[config.mk]
export PLATFORM = sky130hd
export DESIGN_NAME = ami_rx_endpoint
export DESIGN_NICKNAME = d
export VERILOG_FILES = /design/src/rtl/ami_rx_endpoint.sv
export SDC_FILE = /design/constraint.sdc
export NUM_CORES = 1
export LEC_CHECK = 0
export BUFFER_PORTS_ARGS = -buffer_cell sky130_fd_sc_hd__buf_2
export CAP_MARGIN = 10
export CORE_ASPECT_RATIO = 0.7
export CORE_MARGIN = 5
export CORE_UTILIZATION = 50
export DETAILED_ROUTE_END_ITERATION = 8
export GPL_ROUTABILITY_DRIVEN = 0
export HOLD_SLACK_MARGIN = 0.12
export PLACE_DENSITY = 0.67
export SYNTH_ARGS = -nofsm -noshare
export SYNTH_HDL_FRONTEND = slang
export SYNTH_SLANG_ARGS = --single-unit
[constraint.sdc]
create_clock -name clk -period 16.6 [get_ports clk]
set_input_delay 1.66 -clock clk [delete_from_list [all_inputs] [get_ports clk]]
set_output_delay 1.66 -clock clk [all_outputs]
set_load 0.1 [all_outputs]
[src/rtl/ami_rx_endpoint.sv]
// AMI output-channel receiver: four-phase valid/ack capture into a message
// FIFO, drained to a host consumer as HOST_W-bit beats under valid/ready.
module ami_rx_endpoint #(
  parameter int unsigned AMI_W  = 256,
  parameter int unsigned HOST_W = 32,
  parameter int unsigned DEPTH  = 4
) (
  input  logic                     clk,
  input  logic                     rst,
  input  logic [AMI_W-1:0]         ami_data,
  input  logic                     ami_valid,
  output logic                     ami_ack,
  output logic [HOST_W-1:0]        host_data,
  output logic                     host_valid,
  output logic                     host_last,
  input  logic                     host_ready,
  output logic [$clog2(DEPTH):0]   fifo_level,
  output logic                     fifo_full,
  output logic                     fifo_empty
);

  localparam int unsigned BEATS  = AMI_W / HOST_W;
  localparam int unsigned BEAT_W = (BEATS > 1) ? $clog2(BEATS) : 1;
  localparam int unsigned PTR_W  = $clog2(DEPTH);
  localparam int unsigned LVL_W  = PTR_W + 1;

  typedef enum logic {IDLE, ACKED} state_t;

  state_t              state_q, state_d;
  logic                push, pop, xfer;
  logic [PTR_W-1:0]    wr_ptr_q, rd_ptr_q;
  logic [LVL_W-1:0]    count_q;
  logic [BEAT_W-1:0]   beat_q;
  logic [AMI_W-1:0]    mem_q [DEPTH];
  logic [AMI_W-1:0]    head;

  // Status flags derived from the registered count
  assign fifo_level = count_q;
  assign fifo_full  = (count_q == LVL_W'(DEPTH));
  assign fifo_empty = (count_q == '0);

  // Drain side: head entry sliced LSB-first by the beat counter
  assign head       = mem_q[rd_ptr_q];
  assign host_valid = !fifo_empty;
  assign host_last  = host_valid && (beat_q == BEAT_W'(BEATS - 1));
  assign host_data  = head[beat_q*HOST_W +: HOST_W];
  assign xfer       = host_valid && host_ready;
  assign pop        = xfer && (beat_q == BEAT_W'(BEATS - 1));

  assign ami_ack    = (state_q == ACKED);

  // Handshake next-state: one capture per request, held off while full
  always_comb begin
    state_d = state_q;
    push    = 1'b0;
    case (state_q)
      IDLE: begin
        if (ami_valid && !fifo_full) begin
          state_d = ACKED;
          push    = 1'b1;
        end
      end
      ACKED: begin
        if (!ami_valid) state_d = IDLE;
      end
      default: state_d = IDLE;
    endcase
  end

  // Handshake state register
  always_ff @(posedge clk) begin
    if (rst) state_q <= IDLE;
    else     state_q <= state_d;
  end

  // Message storage
  always_ff @(posedge clk) begin
    if (rst) begin
      for (int i = 0; i < int'(DEPTH); i++) mem_q[i] <= '0;
    end else if (push) begin
      mem_q[wr_ptr_q] <= ami_data;
    end
  end

  // Pointers, occupancy and beat counter
  always_ff @(posedge clk) begin
    if (rst) begin
      wr_ptr_q <= '0;
      rd_ptr_q <= '0;
      count_q  <= '0;
      beat_q   <= '0;
    end else begin
      if (push) wr_ptr_q <= wr_ptr_q + PTR_W'(1);
      if (pop)  rd_ptr_q <= rd_ptr_q + PTR_W'(1);
      case ({push, pop})
        2'b10:   count_q <= count_q + LVL_W'(1);
        2'b01:   count_q <= count_q - LVL_W'(1);
        default: count_q <= count_q;
      endcase
      if (xfer) beat_q <= pop ? '0 : beat_q + BEAT_W'(1);
    end
  end

endmodule

==> flow_summary_export.csv, run 1 <==
group,metric,value,unit
status,status,"complete, no violations",
min_path,hp-start,"rd_ptr_q[1]",
global_route,grt_pass1_wl,179000,microns
timing,finalHoldViolCount,0,
timing,fin_crit,6700,ps
power_and_ir_drop,powerDensity,113,mW/mm^2
cts,clkLatencyLatePin,660,ps
yosys,synth_cell_types,32,
floorplanning,core-area,0.0917,sq mm
setup_path,cp-start-kind,"flip-flop",
floorplanning,rows,93,
timing,hold_slack,530,ps
global_route,grt_max_degree,184,
final_layout,fin_nets,4104,
power_and_ir_drop,power_frac_clock,36.8,%
floorplanning,die_x,373,microns
global_route,grt_pass1_vias,27961,
yosys,avgSynthCellArea,12.6,sq um
timing,setup_viol,0,
floorplanning,start_util,50.2,%
setup_path,worstPathArrival,5040,ps
cts,path_clk_slew,60,ps
yosys,async_flop_share,0,%
timing,tns,0,ps
run,cap_violations,0,
power_and_ir_drop,power_switching,1450,uW
setup_path,path_max_fanout,58,
yosys,ys_warn_count,0,
cts,cts_tree,"built",
power_and_ir_drop,seqPwrFrac,53.2,%
setup_path,required,14940,ps
cts,htreeDepth,3,
setup_path,crit_type,"flip-flop to primary output",
cts,cts.sinks,1037,
power_and_ir_drop,ir_drop,0.0741,mV
min_path,hold-path-endpoint,"rd_ptr_q[1]",
detailed_routing,wl_met3,9360,microns
timing,fin_crit_sh,40.3,%
floorplanning,ios,300,
timing,skew,24.5,ps
power_and_ir_drop,intPower,4360,uW
detailed_routing,via_per_inst,5.52,
final_layout,drive_above_1_share,12.4,%
detailed_routing,vias,28451,
setup_path,r2r-end,"mem_q[0][74]",
final_layout,fillCellCount,7656,
final_layout,area_delta_synth_final,12.0,%
yosys,synth_edf_count,1024,
global_route,grt-ovfl-total,0,
setup_path,regToRegSetupSlack,11120,ps
timing,relSlewSlack,24.4,%
detailed_routing,post_drt_wl_per_cell,23.6,microns
power_and_ir_drop,p_leak,0.0196,uW
timing,rsz0062_at_grt,"no",
floorplanning,dieArea,0.0983,sq mm
global_route,grt_antenna_before_repair,15,
yosys,ys.flop_type,"edfxtp_1",
global_route,track_usage,24.3,%
power_and_ir_drop,sw_frac_of_total,24.9,%
cts,clock-root-buffer,"clkbuf_16",
detailed_routing,drtIter0Drc,2488,
timing,max_freq,149,MHz
setup_path,rr_worst_depth,8,
yosys,syn-num-nets,3910,
yosys,yosysSeqAreaShare,67.4,%
placed_design,dp_hpwl,67600,microns
setup_path,crit_path_end_kind,"primary output",
cts,post-cts-setup-buffers,0,
detailed_routing,drc,0,
cts,cts_inserted_buffers,99,
timing,tightest_slew,1130,ps
cts,post_cts_resized,0,
setup_path,r2r_start,"fifo_level[2]",
power_and_ir_drop,pwr-share-comb,10.0,%
placed_design,portBuffers,299,
yosys,syn_area,0.0460,sq mm
timing,slew_viol_final,0,
detailed_routing,drtPass1Iterations,5,
detailed_routing,wl_met2,56700,microns
yosys,post_synth_inst_count,3646,
detailed_routing,wirelength,122000,microns
detailed_routing,detail-route-antenna-nets,0,
cts,cts_hold_buf,0,
min_path,hp-class,"flip-flop to flip-flop",
floorplanning,die_h,264,microns
yosys,ys_ff_latch,1037,
min_path,hold_depth,2,
detailed_routing,topRoutingLayerUsed,"met5",
detailed_routing,wl_met1,52200,microns
cts,clockBufferDepth,3,
[layer usage]
| metal | GRT usage [%] | vias to the layer above |
|---|---|---|
| met1 | 35.2 | 14054 |
| met5 | 0 | - |
| li1 | - | 13199 |
| met4 | 6.89 | 4 |
| met3 | 4.26 | 171 |
| met2 | 38.3 | 1023 |
[through the flow]
step | std cells | total power [uW] | utilization [%] | area [sq um] | worst slack [ps]
final | 5157 | 5810 | 56.2 | 51500 | 9900
after global routing | 5155 | 6010 | 56.2 | 51500 | 9720
after CTS | 5152 | 5850 | 56.2 | 51500 | 9850
after detailed placement | 4974 | 3730 | 52.9 | 48500 | 9590
after global placement | 4974 | 3720 | 52.9 | 48500 | 9680
after floorplan | 3646 | 3550 | - | 46000 | 1730
[worst max-delay path, cell delays in order (launching register included)]
cell     delay (ps)
dfxtp_4         930
buf_4           920
buf_4           750
mux2i_1         170
a22o_1          250
nor3_1          450
a31oi_1         140
nand3_1         170
buf_2           460
[kinds of logic after synthesis]
group / count (synthesis) / synth area share [%]
muxes: 512 / 11.1
AOI/OAI and AO/OA: 297 / 4.38
buffers and inverters: 504 / 4.41
and+or+nand+nor: 1286 / 12.4
xor gates and xnor gates: 6 / 0.114
DFF: 1037 / 67.4
adders and majority gates: 4 / 0.125
[placed cells by master, fill, tap and decap left out, types with 10 or more instances in the layout]
master     instances
clkbuf_1          18
inv_1            261
buf_4             27
buf_12            10
nand3_1           97
clkinv_1          28
nand2_1          357
a22oi_1           96
edfxtp_1        1024
a22o_1            64
dfxtp_1           12
clkbuf_16        101
buf_2            299
mux2i_1          512
nor3_1            33
a31oi_1           32
nor2_1           522
clkinv_2          17
and2_1           257
a21oi_1          101
[power by group through the flow]
stage,logic (uW),clock network (uW),registers [uW]
after floorplan,367,0,3180
after global placement,579,0,3140
after detailed placement,584,0,3150
after CTS,585,2170,3100
after global routing,619,2280,3110
final,578,2140,3090
[synth_stat cells, drive strengths merged (13+ instances only)]
cell type	number	share of area, %
and2	258	3.5
edfxtp	1024	67
a22o	64	1.2
nand3	97	1.1
a22oi	96	1.6
nand2	357	2.9
a21oi	101	1.1
nor2	523	4.3
mux2i	512	11
inv	261	2.1
a31oi	32	0.44
clkbuf	146	1.2
dfxtp	13	0.57
nor3	33	0.36
buf	97	1.0
[worst max-delay path by stage]
stage	cells after the start	start	slack, ps	end
after global placement	8	rst	9680	mem_q[0][77]
after global routing	7	flip-flop	9720	host_data[10]
final	8	flip-flop	9900	host_data[29]
after CTS	8	flip-flop	9850	host_data[29]
after floorplan	4	fifo_level[0]	1730	mem_q[1][0]
after detailed placement	8	rst	9590	mem_q[0][80]
[layout make-up]
type / count / area (sq um) / share of cell area [%]
flip-flops and latches: 1037 / 31000 / 60.2
well taps: 1235 / 1550 / 3.00
inverters: 261 / 980 / 1.90
diodes: 5 / 12.5 / 0.0243
clock inverters: 59 / 407 / 0.790
multi-input cells: 2105 / 13100 / 25.3
repair buffers: 336 / 1900 / 3.69
clock buffers: 119 / 2590 / 5.04
[registers in the layout, indices dropped and copies added, names as in the netlist, named ones only]
signal      flops
mem_q        1024
beat_q          3
fifo_level      3
rd_ptr_q        2
wr_ptr_q        2
ami_ack         1
Power figures use the tool's default switching activity.
==> run 2, diff against run 1 <==
- PLACE_DENSITY: 0.67 -> 0.69
- clock period: 16.6 -> 5.4 ns (I/O delays scaled with it)
==> run 2 against run 1 <==
Effect of this change: combinational power grew to 3.2 times the previous value; total power rose to 3.1 times the previous value; worst setup slack got worse by 9100 ps; via count rose by 1.1%; clock power grew to 3.2 times the previous value; routed wire length rose by 1.1%; largest power group unchanged.
==> flow_summary_export.csv, run 2 (same netlist as run 1, synthesis figures left out) <==
group,metric,value,unit
floorplanning,dieArea,0.0983,sq mm
cts,clockBufferDepth,3,
setup_path,cpMostUsedCell,"nand3_1",
final_layout,instances_no_fill,5206,
power_and_ir_drop,ir_drop,0.224,mV
setup_path,worstPathArrival,4080,ps
cts,path_clk_slew,60,ps
power_and_ir_drop,powerDensity,348,mW/mm^2
final_layout,final_common_cell,"edfxtp_1",
floorplanning,ios,300,
timing,fin_crit,4620,ps
detailed_routing,via_per_inst,5.52,
setup_path,crit_path_end_kind,"primary output",
cts,clkLatencyLatePin,680,ps
detailed_routing,post_drt_wl_per_cell,23.6,microns
floorplanning,die_x,373,microns
power_and_ir_drop,pwr-share-comb,10.1,%
floorplanning,die_h,264,microns
cts,htreeDepth,3,
setup_path,path_buf_inv,3,
setup_path,crit_type,"flip-flop to primary output",
floorplanning,rows,93,
detailed_routing,vias,28762,
cts,cts.sinks,1037,
timing,tns,0,ps
detailed_routing,drtPass1Iterations,5,
setup_path,required,4860,ps
global_route,grt_antenna_before_repair,24,
power_and_ir_drop,sw_frac_of_total,25.0,%
final_layout,area_delta_synth_final,13.3,%
floorplanning,core-area,0.0917,sq mm
min_path,hp-class,"primary input to flip-flop",
cts,cts_tree,"built",
setup_path,crit_family,"simple AND/OR/NAND/NOR gates",
detailed_routing,drtIter0Drc,2825,
power_and_ir_drop,p_leak,0.0198,uW
setup_path,rr_worst_depth,3,
final_layout,drive_above_1_share,13.1,%
placed_design,dp_hpwl,72600,microns
timing,slew_viol_final,0,
cts,post-cts-setup-buffers,0,
timing,max_freq,216,MHz
min_path,hold_depth,2,
power_and_ir_drop,power_frac_clock,37.5,%
floorplanning,start_util,50.2,%
final_layout,largest_register_ffs,1024,
setup_path,critPathLaunch,"beat_q[0]",
placed_design,dp.cells,4998,
timing,relSlewSlack,25.5,%
final_layout,final_cell_mix,"edfxtp_1 (1,024), nor2_1 (522), mux2i_1 (512), nand2_1 (357), buf_2 (299)",
setup_path,path_max_fanout,51,
final_layout,largest-register,"mem_q",
timing,skew,35.3,ps
setup_path,crit_cells,7,
detailed_routing,detail-route-antenna-nets,0,
global_route,grt_max_degree,157,
detailed_routing,drc,0,
setup_path,cp-start-kind,"flip-flop",
status,status,"complete, no violations",
placed_design,portBuffers,299,
global_route,grt-ovfl-total,0,
timing,tightest_slew,1120,ps
timing,fin_crit_sh,85.6,%
power_and_ir_drop,seqPwrFrac,52.4,%
setup_path,critPathSlowestCell,"nor2b_4",
detailed_routing,wirelength,123000,microns
timing,rsz0062_at_grt,"no",
setup_path,r2r_start,"wr_ptr_q[1]",
run,cap_violations,0,
cts,clock-root-buffer,"clkbuf_16",
cts,cts_inserted_buffers,101,
final_layout,fin_nets,4139,
cts,post_cts_resized,0,
global_route,track_usage,24.5,%
setup_path,path_cells,"nor2b_4 -> buf_12 -> buf_4 -> a22oi_1 -> nand3_1 -> nand3_1 -> buf_2",
power_and_ir_drop,intPower,13600,uW
power_and_ir_drop,power_switching,4530,uW
timing,finalHoldViolCount,0,
timing,setup_viol,0,
setup_path,max_stage_delay,760,ps
min_path,hp-start,"ami_data[128]",
global_route,grt_pass1_wl,181000,microns
global_route,grt_pass1_vias,28001,
-- run 2: cell count changes in the layout (fill, tap and decap cells not counted), sizes merged --
cell,change
buf,+24
diode,+11
clkbuf,+4
clkinv,-1
dlygate4sd3,+9
clkinvlp,-1
bufinv,+3
-- run 2: power groups by stage --
stage               clock, uW  combinational (uW)  sequential (uW)
floorplan                   0                1130             9710
global placement            0                1820             9660
detailed placement          0                1830             9680
CTS                      6890                1840             9510
global route             7240                1940             9550
finish                   6820                1830             9510
-- run 2: worst paths after layout --
kind | endpoint | slack, ps
worst max-delay path | host_data[5] | 780
worst min-delay path | mem_q[0][128] | 160
worst max register to register | mem_q[2][75] | 2310
worst min register to register | fifo_level[2] | 530
-- run 2: final cells by class --
cell class | count | area (sq um)
flip-flops and latches | 1037 | 31000
multi-input cells | 2105 | 13100
well taps | 1235 | 1550
inverters | 261 | 980
clock inverters | 60 | 492
clock buffers | 123 | 2630
diodes | 16 | 40.0
fillers | 7538 | 39500
repair buffers | 369 | 2370
-- run 2: repair_timing --
| action | CTS | global route |
|---|---|---|
| hold endpoints to repair | 9 | 0 |
| setup endpoints to repair | 0 | 0 |
| hold buffers | 9 | 0 |
-- run 2: routing by layer --
layer	GRT usage (%)	vias up	routed length, microns
met3	5.85	219	11600
met1	35.3	14025	51300
li1	-	13278	-
met5	0	-	70
met4	7.78	10	3860
met2	37.2	1230	56100
-- run 2: stage by stage --
stage	cell area [sq um]	worst slack, ps	power, uW	hold WS (ps)	utilization (%)
2_1_floorplan	46000	-140	10800	481	-
6_report	52100	775	18200	159	56.9
5_1_grt	52100	660	18700	134	56.8
4_1_cts	52100	874	18200	121	56.8
3_3_place_gp	48900	1610	11500	501	53.3
3_5_place_dp	48900	1580	11500	517	53.3
